**src/rtl/awb_shift_gain_pkg.sv**
```systemverilog
// awb_pkg: shared widths, constants and divider state type for the AWB shift-gain stage
package awb_pkg;
  localparam int GAIN_W = 16;
  localparam int GAIN_ONE = 256;
  localparam int DIV_NUM = 65280;
  localparam int PIX_W = 8;
  typedef enum logic [1:0] {IDLE, DIV, DONE} div_state_e;
endpackage

```
**src/rtl/awb_shift_gain_if.sv**
```systemverilog
// awb_video_if: RGB pixel bus with line/frame valid
//   r/g/b: pixel data, hs: line valid, vs: frame valid
//   master drives the bus, slave receives it
interface awb_video_if import awb_pkg::*; ();
  logic [PIX_W-1:0] r, g, b;
  logic hs, vs;
  modport master(output r, g, b, hs, vs);
  modport slave(input r, g, b, hs, vs);
endinterface

```
**src/rtl/awb_shift_gain_div.sv**
```systemverilog
// awb_div_seq: 16-bit restoring divider, one quotient bit per cycle
//   i_clk/i_rst: clock, sync active-high reset
//   start/num/den: launch a division (accepted only when idle)
//   done: one-cycle pulse with quot valid, busy: state != IDLE
module awb_div_seq import awb_pkg::*; (
  input  logic              i_clk,
  input  logic              i_rst,
  input  logic              start,
  input  logic [GAIN_W-1:0] num,
  input  logic [GAIN_W-1:0] den,
  output logic              done,
  output logic              busy,
  output logic [GAIN_W-1:0] quot
);
  div_state_e state_q;
  logic [GAIN_W-1:0] rem_q, acc_q, den_q;
  logic [4:0] cnt_q;
  logic [GAIN_W:0] trial;
  // Remainder stays below den, so the top bit of the trial flags a negative result.
  assign trial = {rem_q, acc_q[GAIN_W-1]} - {1'b0, den_q};
  assign done = state_q == DONE;
  assign busy = state_q != IDLE;
  assign quot = acc_q;
  always_ff @(posedge i_clk) begin
    if (i_rst) begin
      state_q <= IDLE;
      rem_q <= '0;
      acc_q <= '0;
      den_q <= '0;
      cnt_q <= '0;
    end else begin
      case (state_q)
        IDLE: if (start) begin
          state_q <= DIV;
          acc_q <= num;
          den_q <= den;
          rem_q <= '0;
          cnt_q <= '0;
        end
        DIV: if (cnt_q == 5'd16) state_q <= DONE;
        else begin
          cnt_q <= cnt_q + 5'd1;
          rem_q <= trial[GAIN_W] ? {rem_q[GAIN_W-2:0], acc_q[GAIN_W-1]} : trial[GAIN_W-1:0];
          acc_q <= {acc_q[GAIN_W-2:0], ~trial[GAIN_W]};
        end
        DONE: state_q <= IDLE;
        default: state_q <= IDLE;
      endcase
    end
  end
endmodule

```
**src/rtl/awb_shift_gain.sv**
```systemverilog
// awb_shift_gain: per-frame red-channel shift/stretch correction, r' = (r - phase) * 255 / (255 - phase)
//   i_clk/i_rst: clock, sync active-high reset
//   img: input pixel bus, o: corrected pixel bus (3-cycle latency)
//   mv_phase: red offset from the histogram search, clamped to MAX_TH
//   o_gain/o_phase: active Q8.8 gain and phase, o_busy: divider running
module awb_shift_gain import awb_pkg::*; #(
  parameter int MAX_TH = 200,
  parameter int SMOOTH_SH = 2,
  parameter int FRAC = 8
) (
  input  logic               i_clk,
  input  logic               i_rst,
  awb_video_if.slave         img,
  awb_video_if.master        o,
  input  logic [31:0]        mv_phase,
  output logic [GAIN_W-1:0]  o_gain,
  output logic [PIX_W-1:0]   o_phase,
  output logic               o_busy
);
  logic vs_prev_q, vs_rise, start, commit, div_done;
  logic [7:0] p_clamp, phase_f_q, phase_f_d, phase_pend_q, phase_pend_d, phase_act_q, phase_act_d;
  logic [GAIN_W-1:0] gain_pend_q, gain_pend_d, gain_act_q, gain_act_d, quot, den;
  logic pend_valid_q, pend_valid_d;
  logic signed [9:0] diff, step;
  logic [7:0] sub_q, sub_d, r_q, r_d;
  logic [23:0] mul_q, mul_d, rnd, sc;
  logic [2:0][7:0] g_q, g_d, b_q, b_d;
  logic [2:0] hs_q, hs_d, vs_q, vs_d;
  always_comb begin
    vs_rise = img.vs & ~vs_prev_q;
    p_clamp = ((|mv_phase[31:8]) || (mv_phase[7:0] > 8'(MAX_TH))) ? 8'(MAX_TH) : mv_phase[7:0];
    diff = {2'b0, p_clamp} - {2'b0, phase_f_q};
    step = diff >>> SMOOTH_SH;
    // A frame start during a division is ignored for sampling so the result stays coherent.
    start = vs_rise & ~o_busy;
    phase_f_d = start ? phase_f_q + step[7:0] : phase_f_q;
    den = {8'd0, 8'd255 - phase_f_d};
    commit = vs_rise & pend_valid_q;
    phase_act_d = commit ? phase_pend_q : phase_act_q;
    gain_act_d = commit ? gain_pend_q : gain_act_q;
    phase_pend_d = div_done ? phase_f_q : phase_pend_q;
    gain_pend_d = div_done ? quot : gain_pend_q;
    pend_valid_d = div_done | (pend_valid_q & ~commit);
    sub_d = (img.r > phase_act_q) ? img.r - phase_act_q : '0;
    mul_d = {16'd0, sub_q} * {8'd0, gain_act_q};
    rnd = mul_q + 24'(1 << (FRAC - 1));
    sc = rnd >> FRAC;
    r_d = (|sc[23:8]) ? 8'hFF : sc[7:0];
    g_d = {g_q[1:0], img.g};
    b_d = {b_q[1:0], img.b};
    hs_d = {hs_q[1:0], img.hs};
    vs_d = {vs_q[1:0], img.vs};
  end
  always_ff @(posedge i_clk) begin
    if (i_rst) begin
      vs_prev_q <= 1'b0;
      phase_f_q <= '0;
      phase_pend_q <= '0;
      phase_act_q <= '0;
      gain_pend_q <= GAIN_W'(GAIN_ONE);
      gain_act_q <= GAIN_W'(GAIN_ONE);
      pend_valid_q <= 1'b0;
      sub_q <= '0;
      mul_q <= '0;
      r_q <= '0;
      g_q <= '0;
      b_q <= '0;
      hs_q <= '0;
      vs_q <= '0;
    end else begin
      vs_prev_q <= img.vs;
      phase_f_q <= phase_f_d;
      phase_pend_q <= phase_pend_d;
      phase_act_q <= phase_act_d;
      gain_pend_q <= gain_pend_d;
      gain_act_q <= gain_act_d;
      pend_valid_q <= pend_valid_d;
      sub_q <= sub_d;
      mul_q <= mul_d;
      r_q <= r_d;
      g_q <= g_d;
      b_q <= b_d;
      hs_q <= hs_d;
      vs_q <= vs_d;
    end
  end
  awb_div_seq u_div (
    .i_clk(i_clk),
    .i_rst(i_rst),
    .start(start),
    .num(GAIN_W'(DIV_NUM)),
    .den(den),
    .done(div_done),
    .busy(o_busy),
    .quot(quot)
  );
  assign o.r = r_q;
  assign o.g = g_q[2];
  assign o.b = b_q[2];
  assign o.hs = hs_q[2];
  assign o.vs = vs_q[2];
  assign o_gain = gain_act_q;
  assign o_phase = phase_act_q;
endmodule
```
**src/flat_wrapper.sv**
```systemverilog
// flat-port wrapper written by rule: the top's interface ports become plain ports
module awb_shift_gain_flat import awb_pkg::*;
#(
  parameter int MAX_TH = 200,
  parameter int SMOOTH_SH = 2,
  parameter int FRAC = 8
)
  (i_clk, i_rst, mv_phase, o_gain, o_phase, o_busy, img_r, img_g, img_b, img_hs, img_vs, o_r, o_g, o_b, o_hs, o_vs);
  awb_video_if img_i ();
  awb_video_if o_i ();
  input  logic i_clk;
  input  logic i_rst;
  input  logic [31:0] mv_phase;
  output logic [GAIN_W-1:0] o_gain;
  output logic [PIX_W-1:0] o_phase;
  output logic o_busy;
  input wire logic [$bits(img_i.r)-1:0] img_r;
  input wire logic [$bits(img_i.g)-1:0] img_g;
  input wire logic [$bits(img_i.b)-1:0] img_b;
  input wire logic [$bits(img_i.hs)-1:0] img_hs;
  input wire logic [$bits(img_i.vs)-1:0] img_vs;
  output wire logic [$bits(o_i.r)-1:0] o_r;
  output wire logic [$bits(o_i.g)-1:0] o_g;
  output wire logic [$bits(o_i.b)-1:0] o_b;
  output wire logic [$bits(o_i.hs)-1:0] o_hs;
  output wire logic [$bits(o_i.vs)-1:0] o_vs;
  assign img_i.r = img_r;
  assign img_i.g = img_g;
  assign img_i.b = img_b;
  assign img_i.hs = img_hs;
  assign img_i.vs = img_vs;
  assign o_r = o_i.r;
  assign o_g = o_i.g;
  assign o_b = o_i.b;
  assign o_hs = o_i.hs;
  assign o_vs = o_i.vs;
  awb_shift_gain #(.MAX_TH(MAX_TH), .SMOOTH_SH(SMOOTH_SH), .FRAC(FRAC)) u_core (.i_clk(i_clk), .i_rst(i_rst), .img(img_i), .o(o_i), .mv_phase(mv_phase), .o_gain(o_gain), .o_phase(o_phase), .o_busy(o_busy));
endmodule
```
**config.mk**
```make
export PLATFORM = sky130hd
export DESIGN_NAME = awb_shift_gain_flat
export DESIGN_NICKNAME = d
export VERILOG_FILES = /design/src/rtl/awb_shift_gain_pkg.sv /design/src/rtl/awb_shift_gain_if.sv /design/src/rtl/awb_shift_gain_div.sv /design/src/rtl/awb_shift_gain.sv /design/src/flat_wrapper.sv
export SDC_FILE = /design/constraint.sdc
export NUM_CORES = 1
export LEC_CHECK = 0
export BUFFER_PORTS_ARGS = -buffer_cell sky130_fd_sc_hd__buf_4
export CAP_MARGIN = 10
export CORE_MARGIN = 4
export CORE_UTILIZATION = 44
export CTS_CLUSTER_DIAMETER = 100
export CTS_CLUSTER_SIZE = 8
export DETAILED_ROUTE_END_ITERATION = 12
export GPL_TIMING_DRIVEN = 0
export HOLD_SLACK_MARGIN = 0.08
export SLEW_MARGIN = 20
export SYNTH_ARGS = -nofsm -noshare
export SYNTH_HDL_FRONTEND = slang
export SYNTH_HIERARCHICAL = 1
export SYNTH_SLANG_ARGS = --single-unit
```
**constraint.sdc**
```tcl
create_clock -name i_clk -period 7.9 [get_ports i_clk]
set_input_delay 0.395 -clock i_clk [delete_from_list [all_inputs] [get_ports i_clk]]
set_output_delay 0.395 -clock i_clk [all_outputs]
set_load 0.05 [all_outputs]
```
# --- Word-level counts from Yosys, hierarchy flattened ---
# Cells that the tools add are included.
totals:
  regBits: 199
  input_bits: 60
  elab_cells: 75
classes:
  n_addsub: 7
  multipliers: 1
  n_lt_le_gt_ge: 2
  eq_ne: 6
  mux: 16
  bitwise: 10
  reduce_logical: 10
ops:
  columns: ["op", "n"]
  rows:
  - ["16-bit two-way mux", 5]
  - ["16-bit case mux with 2 select lines", 2]
  - ["24-bit by 8-bit adder with 24-bit output, second input constant", 1]
  - ["8-bit by 16-bit multiplier with 24-bit output", 1]
  - ["8-bit two-way mux", 3]
  - ["24-bit OR reduction", 1]
  - ["17-bit by 8-bit subtractor with 17-bit output", 1]
  - ["5-bit two-way mux", 2]
  - ["5-bit case mux with 2 select lines", 1]
  - ["8-bit by 8-bit subtractor with 9-bit output", 1]
  - ["8-bit adder", 1]
  - ["8-bit > comparator", 1]
  - ["8-bit > comparator, second input constant", 1]
  - ["8-bit OR reduction", 1]
  - ["8-bit subtractor", 1]
  - ["8-bit subtractor, first input constant", 1]
  - ["5-bit by 1-bit adder with 5-bit output, second input constant", 1]
  - ["5-bit == test, second input constant", 1]
  - ["1-bit NOT", 5]
  - ["1-bit AND", 4]
  - ["2-bit two-way mux", 2]
  - ["2-bit inequality test, second input constant", 2]
  - ["2-bit case mux with 2 select lines", 1]
  - ["2-bit AND reduction", 2]
  - ["9 further kinds", 10]

# --- Longest topological paths before layout ---
logic_depth:
  depth_word: 7
  mapped_depth: 20

# --- By module ---
# Netlist, hierarchy kept.
modules_own_cells:
  columns: ["module", "instances", "cells_per_inst", "area_each_um2", "seq_area_each_um2"]
  rows:
  - ["awb_shift_gain", 1, 1048, 9532.9, 2882.8]
  - ["awb_div_seq", 1, 382, 3017.9, 1101.1]

# --- Worst setup path after synthesis ---
# No wires, ideal clock.
synth_path:
  path_kind: "flip-flop to flip-flop"
  startpoint: "reg u_core.gain_act_q[0] (netlist: u_core/o_gain[0])"
  endpoint: "reg u_core.mul_q[19]"
  setup_time_ps: 62
  arrival_ps: 4701
  required_ps: 7838
  setup_slack_ps: 3138
  path_stages_with_launch: 17
  synth_period_minus_slack_ps: 4762
  path_cell_list: "dfxtp_1 > nand2_1 > fa_1 > fa_1 > inv_1 > fa_1 > inv_1 > fa_1 > inv_1 > ha_1 > o21a_1 > o21a_1 > o211ai_2 > o211ai_4 > a311oi_4 > or4b_1 > nand3_1"
synth_via:
  elab_chain_len: 1
synth_rtl:
  columns: ["item", "line", "source"]
  rows:
  - ["start, declared", "awb_shift_gain.sv:22", "logic [GAIN_W-1:0] gain_pend_q, gain_pend_d, gain_act_q, gain_act_d, quot, den;"]
  - ["start signal, assigned", "awb_shift_gain.sv:61", "gain_act_q <= GAIN_W'(GAIN_ONE);"]
  - ["start signal, assigned", "awb_shift_gain.sv:76", "gain_act_q <= gain_act_d;"]
  - ["8-bit by 16-bit multiplier with 24-bit output", "awb_shift_gain.sv:45", "mul_d = {16'd0, sub_q} * {8'd0, gain_act_q};"]
  - ["end signal, assigned", "awb_shift_gain.sv:79", "mul_q <= mul_d;"]
  - ["end, declared", "awb_shift_gain.sv:26", "logic [23:0] mul_q, mul_d, rnd, sc;"]
# No other way between the ends.
# A chain may end at the register's enable or synchronous reset.

# --- Worst setup path after layout ---
layout_path:
  startpoint: "reg u_core.sub_q[7]"
  endpoint: "reg u_core.mul_q[22]"
layout_via:
  elab_chain_len: 1
layout_rtl:
  columns: ["item", "line", "source"]
  rows:
  - ["start, declared", "awb_shift_gain.sv:25", "logic [7:0] sub_q, sub_d, r_q, r_d;"]
  - ["start signal, assigned", "awb_shift_gain.sv:78", "sub_q <= sub_d;"]
  - ["8-bit by 16-bit multiplier with 24-bit output", "awb_shift_gain.sv:45", null]
# No other way between the ends.

==> reports/metrics.cfg <==
[synth]
synth_area_leader_cell = sky130_fd_sc_hd__dfxtp_1
synthFlopType = sky130_fd_sc_hd__dfxtp_1
synth-edff-count = 0
ys_warn_count = 6
yosysSeqAreaShare = 0.317
synth_top_cells_by_count = sky130_fd_sc_hd__dfxtp_1 (199), sky130_fd_sc_hd__nand2_1 (149), sky130_fd_sc_hd__inv_1 (148)
synth.cell_area_sq_um = 12600
netlist.area_leader.share = 0.317
synth_most_common_cell = sky130_fd_sc_hd__dfxtp_1
area_contributors_post_synth = sky130_fd_sc_hd__dfxtp_1 (32%), sky130_fd_sc_hd__fa_1 (14%), sky130_fd_sc_hd__ha_1 (8.2%), sky130_fd_sc_hd__and2_1 (5.5%), sky130_fd_sc_hd__nand2_1 (4.5%)
async_reset_ff_frac = 0
synthesis.instances = 1430
synth.lib_cells_used.distinct = 64
ys_ff_latch = 199
average_instance_area_after_synthesis_sq_um = 8.78

[layout]
area.sequential_sq_um = 3980
post_route_cells_drive_above_1_share = 0.102
ant_diodes = 0
fillerInstances = 2693
multi_input_area_sq_um = 7860
instances_no_fill = 1972
synthToLayoutAreaGrowth_pct = 16.1
nNetsFinal = 1809

[routing]
final_routed_drc_violation_total = 0
m1WireLength_um = 13600
total_vias_in_the_final_route = 9958
postRouteAntennaNets = 0
drt-wirelength-per-cell_um = 15.0
met2_length_um = 14300
met3_wirelength_um = 1050
dr.pass1.iters = 7
drt_iter0_markers = 441
wirelength_um = 29500
detail_route.vias_per_cell = 5.05
highest-signal-layer = met4

[placed_design]
routabilityCongestion = 0.843
dp_hpwl_um = 22700
place.port_buffers = 110
dp.cells = 1940

[power_and_ir_drop]
powerDensity_nw_per_um2 = 226
total_leakage_power_nw = 6.59
total_power_mw = 3.29
ir_drop_v = 0.000223

[clock_tree]
htree_num_levels = 4
root_buffer = sky130_fd_sc_hd__clkbuf_16
clkTransAtPathRegs_ps = 90
post_cts.repair.setup_buffers = 0
cts_resized = 0
clk_path_buf_depth = 2
cts.sink_count = 199
post_cts_hold_buffer_count = 0
cts_tree = built
cts_buffers = 17
worstSkewPairLatency_ps = 440

[global_routing]
antenna_found_initial = 0
total_routing_resource_utilization_after_global_routing = 0.192
grt_max_degree = 25
grt_pass1_wl_um = 49000
leftover_overflow_at_the_end_of_global_routing = 0
first_global_vias = 9808

[min_path]
hp-class = in2reg

[die]
die_w_um = 177
placementRows = 61
pin_count = 111
design.core.area_sq_um = 27900
die_height_um = 177
die_area_sq_um = 31300
start_util = 0.449

[timing]
fmax_ghz = 0.188
maxSlewViolCount = 0
post-route-min-period_ps = 5330
clock-skew-final_ps = 14.1
tightest_slew_ps = 925
slew_headroom = 0.379
report.final.hold_viol_count = 0
min_period_over_period = 0.674
finalSetupTns_ps = 0
setup-violations-final = 0
rsz0062_at_grt = false

[critical_path]
criticalPathCategory = reg2reg
required_time_reported_for_the_critical_path_endpoint_ps = 8220
startpoint_type = flip-flop
critical_path_arrival_ps = 5640
setup.worst_path.end_class = flip-flop
cp_max_fo = 10

[status]
run_status = completed

[flow_run]
timing.max_cap.violations = 0

[sequential cells by signal (all words and copies together) (netlist names), 16 cells and up, named ones only]
signal and count:
u_core/b_d 16, u_core/g_d 16, u_core/gain_pend_q 16, u_core/mul_q 17
u_core/o_gain 16, u_core/u_div/den_q 16, u_core/u_div/quot 16, u_core/u_div/rem_q 16
[layout by cell type, fill, tap and decap left out, types with 6 or more instances in the layout]
cell and count:
sky130_fd_sc_hd__dfxtp_1 199, sky130_fd_sc_hd__nand2_1 149, sky130_fd_sc_hd__inv_1 148, sky130_fd_sc_hd__buf_4 110, sky130_fd_sc_hd__and2_1 110, sky130_fd_sc_hd__nor2_1 101, sky130_fd_sc_hd__a21oi_1 89, sky130_fd_sc_hd__fa_1 86
sky130_fd_sc_hd__ha_1 82, sky130_fd_sc_hd__nor2b_1 66, sky130_fd_sc_hd__clkbuf_1 49, sky130_fd_sc_hd__mux2i_1 45, sky130_fd_sc_hd__nand3_1 33, sky130_fd_sc_hd__o21ai_0 28, sky130_fd_sc_hd__xnor2_1 24, sky130_fd_sc_hd__conb_1 24
sky130_fd_sc_hd__a211oi_1 22, sky130_fd_sc_hd__nor3_1 20, sky130_fd_sc_hd__nand4_1 19, sky130_fd_sc_hd__clkbuf_16 17, sky130_fd_sc_hd__xor2_1 17, sky130_fd_sc_hd__a21o_1 15, sky130_fd_sc_hd__a31oi_1 10, sky130_fd_sc_hd__nand2b_1 8
sky130_fd_sc_hd__and3_1 7, sky130_fd_sc_hd__o21a_1 7, sky130_fd_sc_hd__a32oi_1 7, sky130_fd_sc_hd__nor4_1 6, sky130_fd_sc_hd__or3_1 6, sky130_fd_sc_hd__a21boi_0 6, sky130_fd_sc_hd__nand4b_1 6
[critical path, cell delays in order (launching register included)]
cell and delay (ps):
sky130_fd_sc_hd__dfxtp_1 530, sky130_fd_sc_hd__clkbuf_1 450, sky130_fd_sc_hd__nand2_1 150, sky130_fd_sc_hd__fa_1 520, sky130_fd_sc_hd__fa_1 550, sky130_fd_sc_hd__inv_1 60
sky130_fd_sc_hd__fa_1 530, sky130_fd_sc_hd__inv_1 50, sky130_fd_sc_hd__fa_1 520, sky130_fd_sc_hd__inv_1 40, sky130_fd_sc_hd__ha_1 320, sky130_fd_sc_hd__o21a_1 110
sky130_fd_sc_hd__o21a_1 180, sky130_fd_sc_hd__o211ai_2 330, sky130_fd_sc_hd__o211ai_4 170, sky130_fd_sc_hd__a311oi_4 430, sky130_fd_sc_hd__or4_1 170, sky130_fd_sc_hd__nand4_1 90
[path summary, 6_finish.rpt]
check                     end  slack [ps]  depth (start not counted)            start
min reg2reg    u_core/g_d[20]         440                          1   u_core/g_d[12]
max reg2reg  u_core/mul_q[22]        2570                         17  u_core/sub_q[7]
max          u_core/mul_q[22]        2570                         17  u_core/sub_q[7]
min            u_core/g_d[10]         160                          2         img_g[2]
[through the flow]
step	hold slack [ps]	area (sq um)	util	setup slack, ps
floorplan	414	12600	-	3140
global placement	415	13900	0.499	2610
detailed placement	422	13900	0.499	2580
CTS	135	14600	0.522	2570
global route	138	14600	0.522	2280
finish	156	14600	0.522	2570
[report_power, final]
part | total (mW) | internal (mW) | switching, mW | leakage (nW)
combinational | 1.20 | 0.498 | 0.707 | 4.65
clock | 0.934 | 0.449 | 0.485 | 0.309
sequential | 1.16 | 1.08 | 0.0734 | 1.62
total | 3.29 | 2.03 | 1.26 | 6.59
[metal layers]
layer | global-route usage | up-vias
met3 | 0.0310 | 29
met2 | 0.333 | 179
met1 | 0.251 | 4742
met5 | 0 | -
met4 | 0.0477 | 0
li1 | - | 5008
[kinds of logic (layout without fill, tap and decap cells)]
| kind of cell | after synthesis | after routing | synth area share |
|---|---|---|---|
| flops | 199 | 199 | 0.317 |
| simple gates | 548 | 548 | 0.223 |
| mux | 46 | 46 | 0.0371 |
| xor+xnor | 41 | 41 | 0.0286 |
| buf+inv | 208 | 350 | 0.0628 |
| compound gates | 218 | 218 | 0.112 |
| other cells | 2 | 24 | 0.000598 |
| fa+ha+maj | 168 | 168 | 0.219 |
[final cells by class]
type / instances / share of cell area
multi-input cells: 1045 / 0.539
clock buffers: 17 / 0.0292
well taps: 378 / 0.0325
flip-flops and latches: 199 / 0.273
repair buffers: 110 / 0.0567
plain buffers: 60 / 0.0160
clock inverters: 15 / 0.0148
inverters: 148 / 0.0381
No activity file was read; power rests on OpenSTA's default activity.
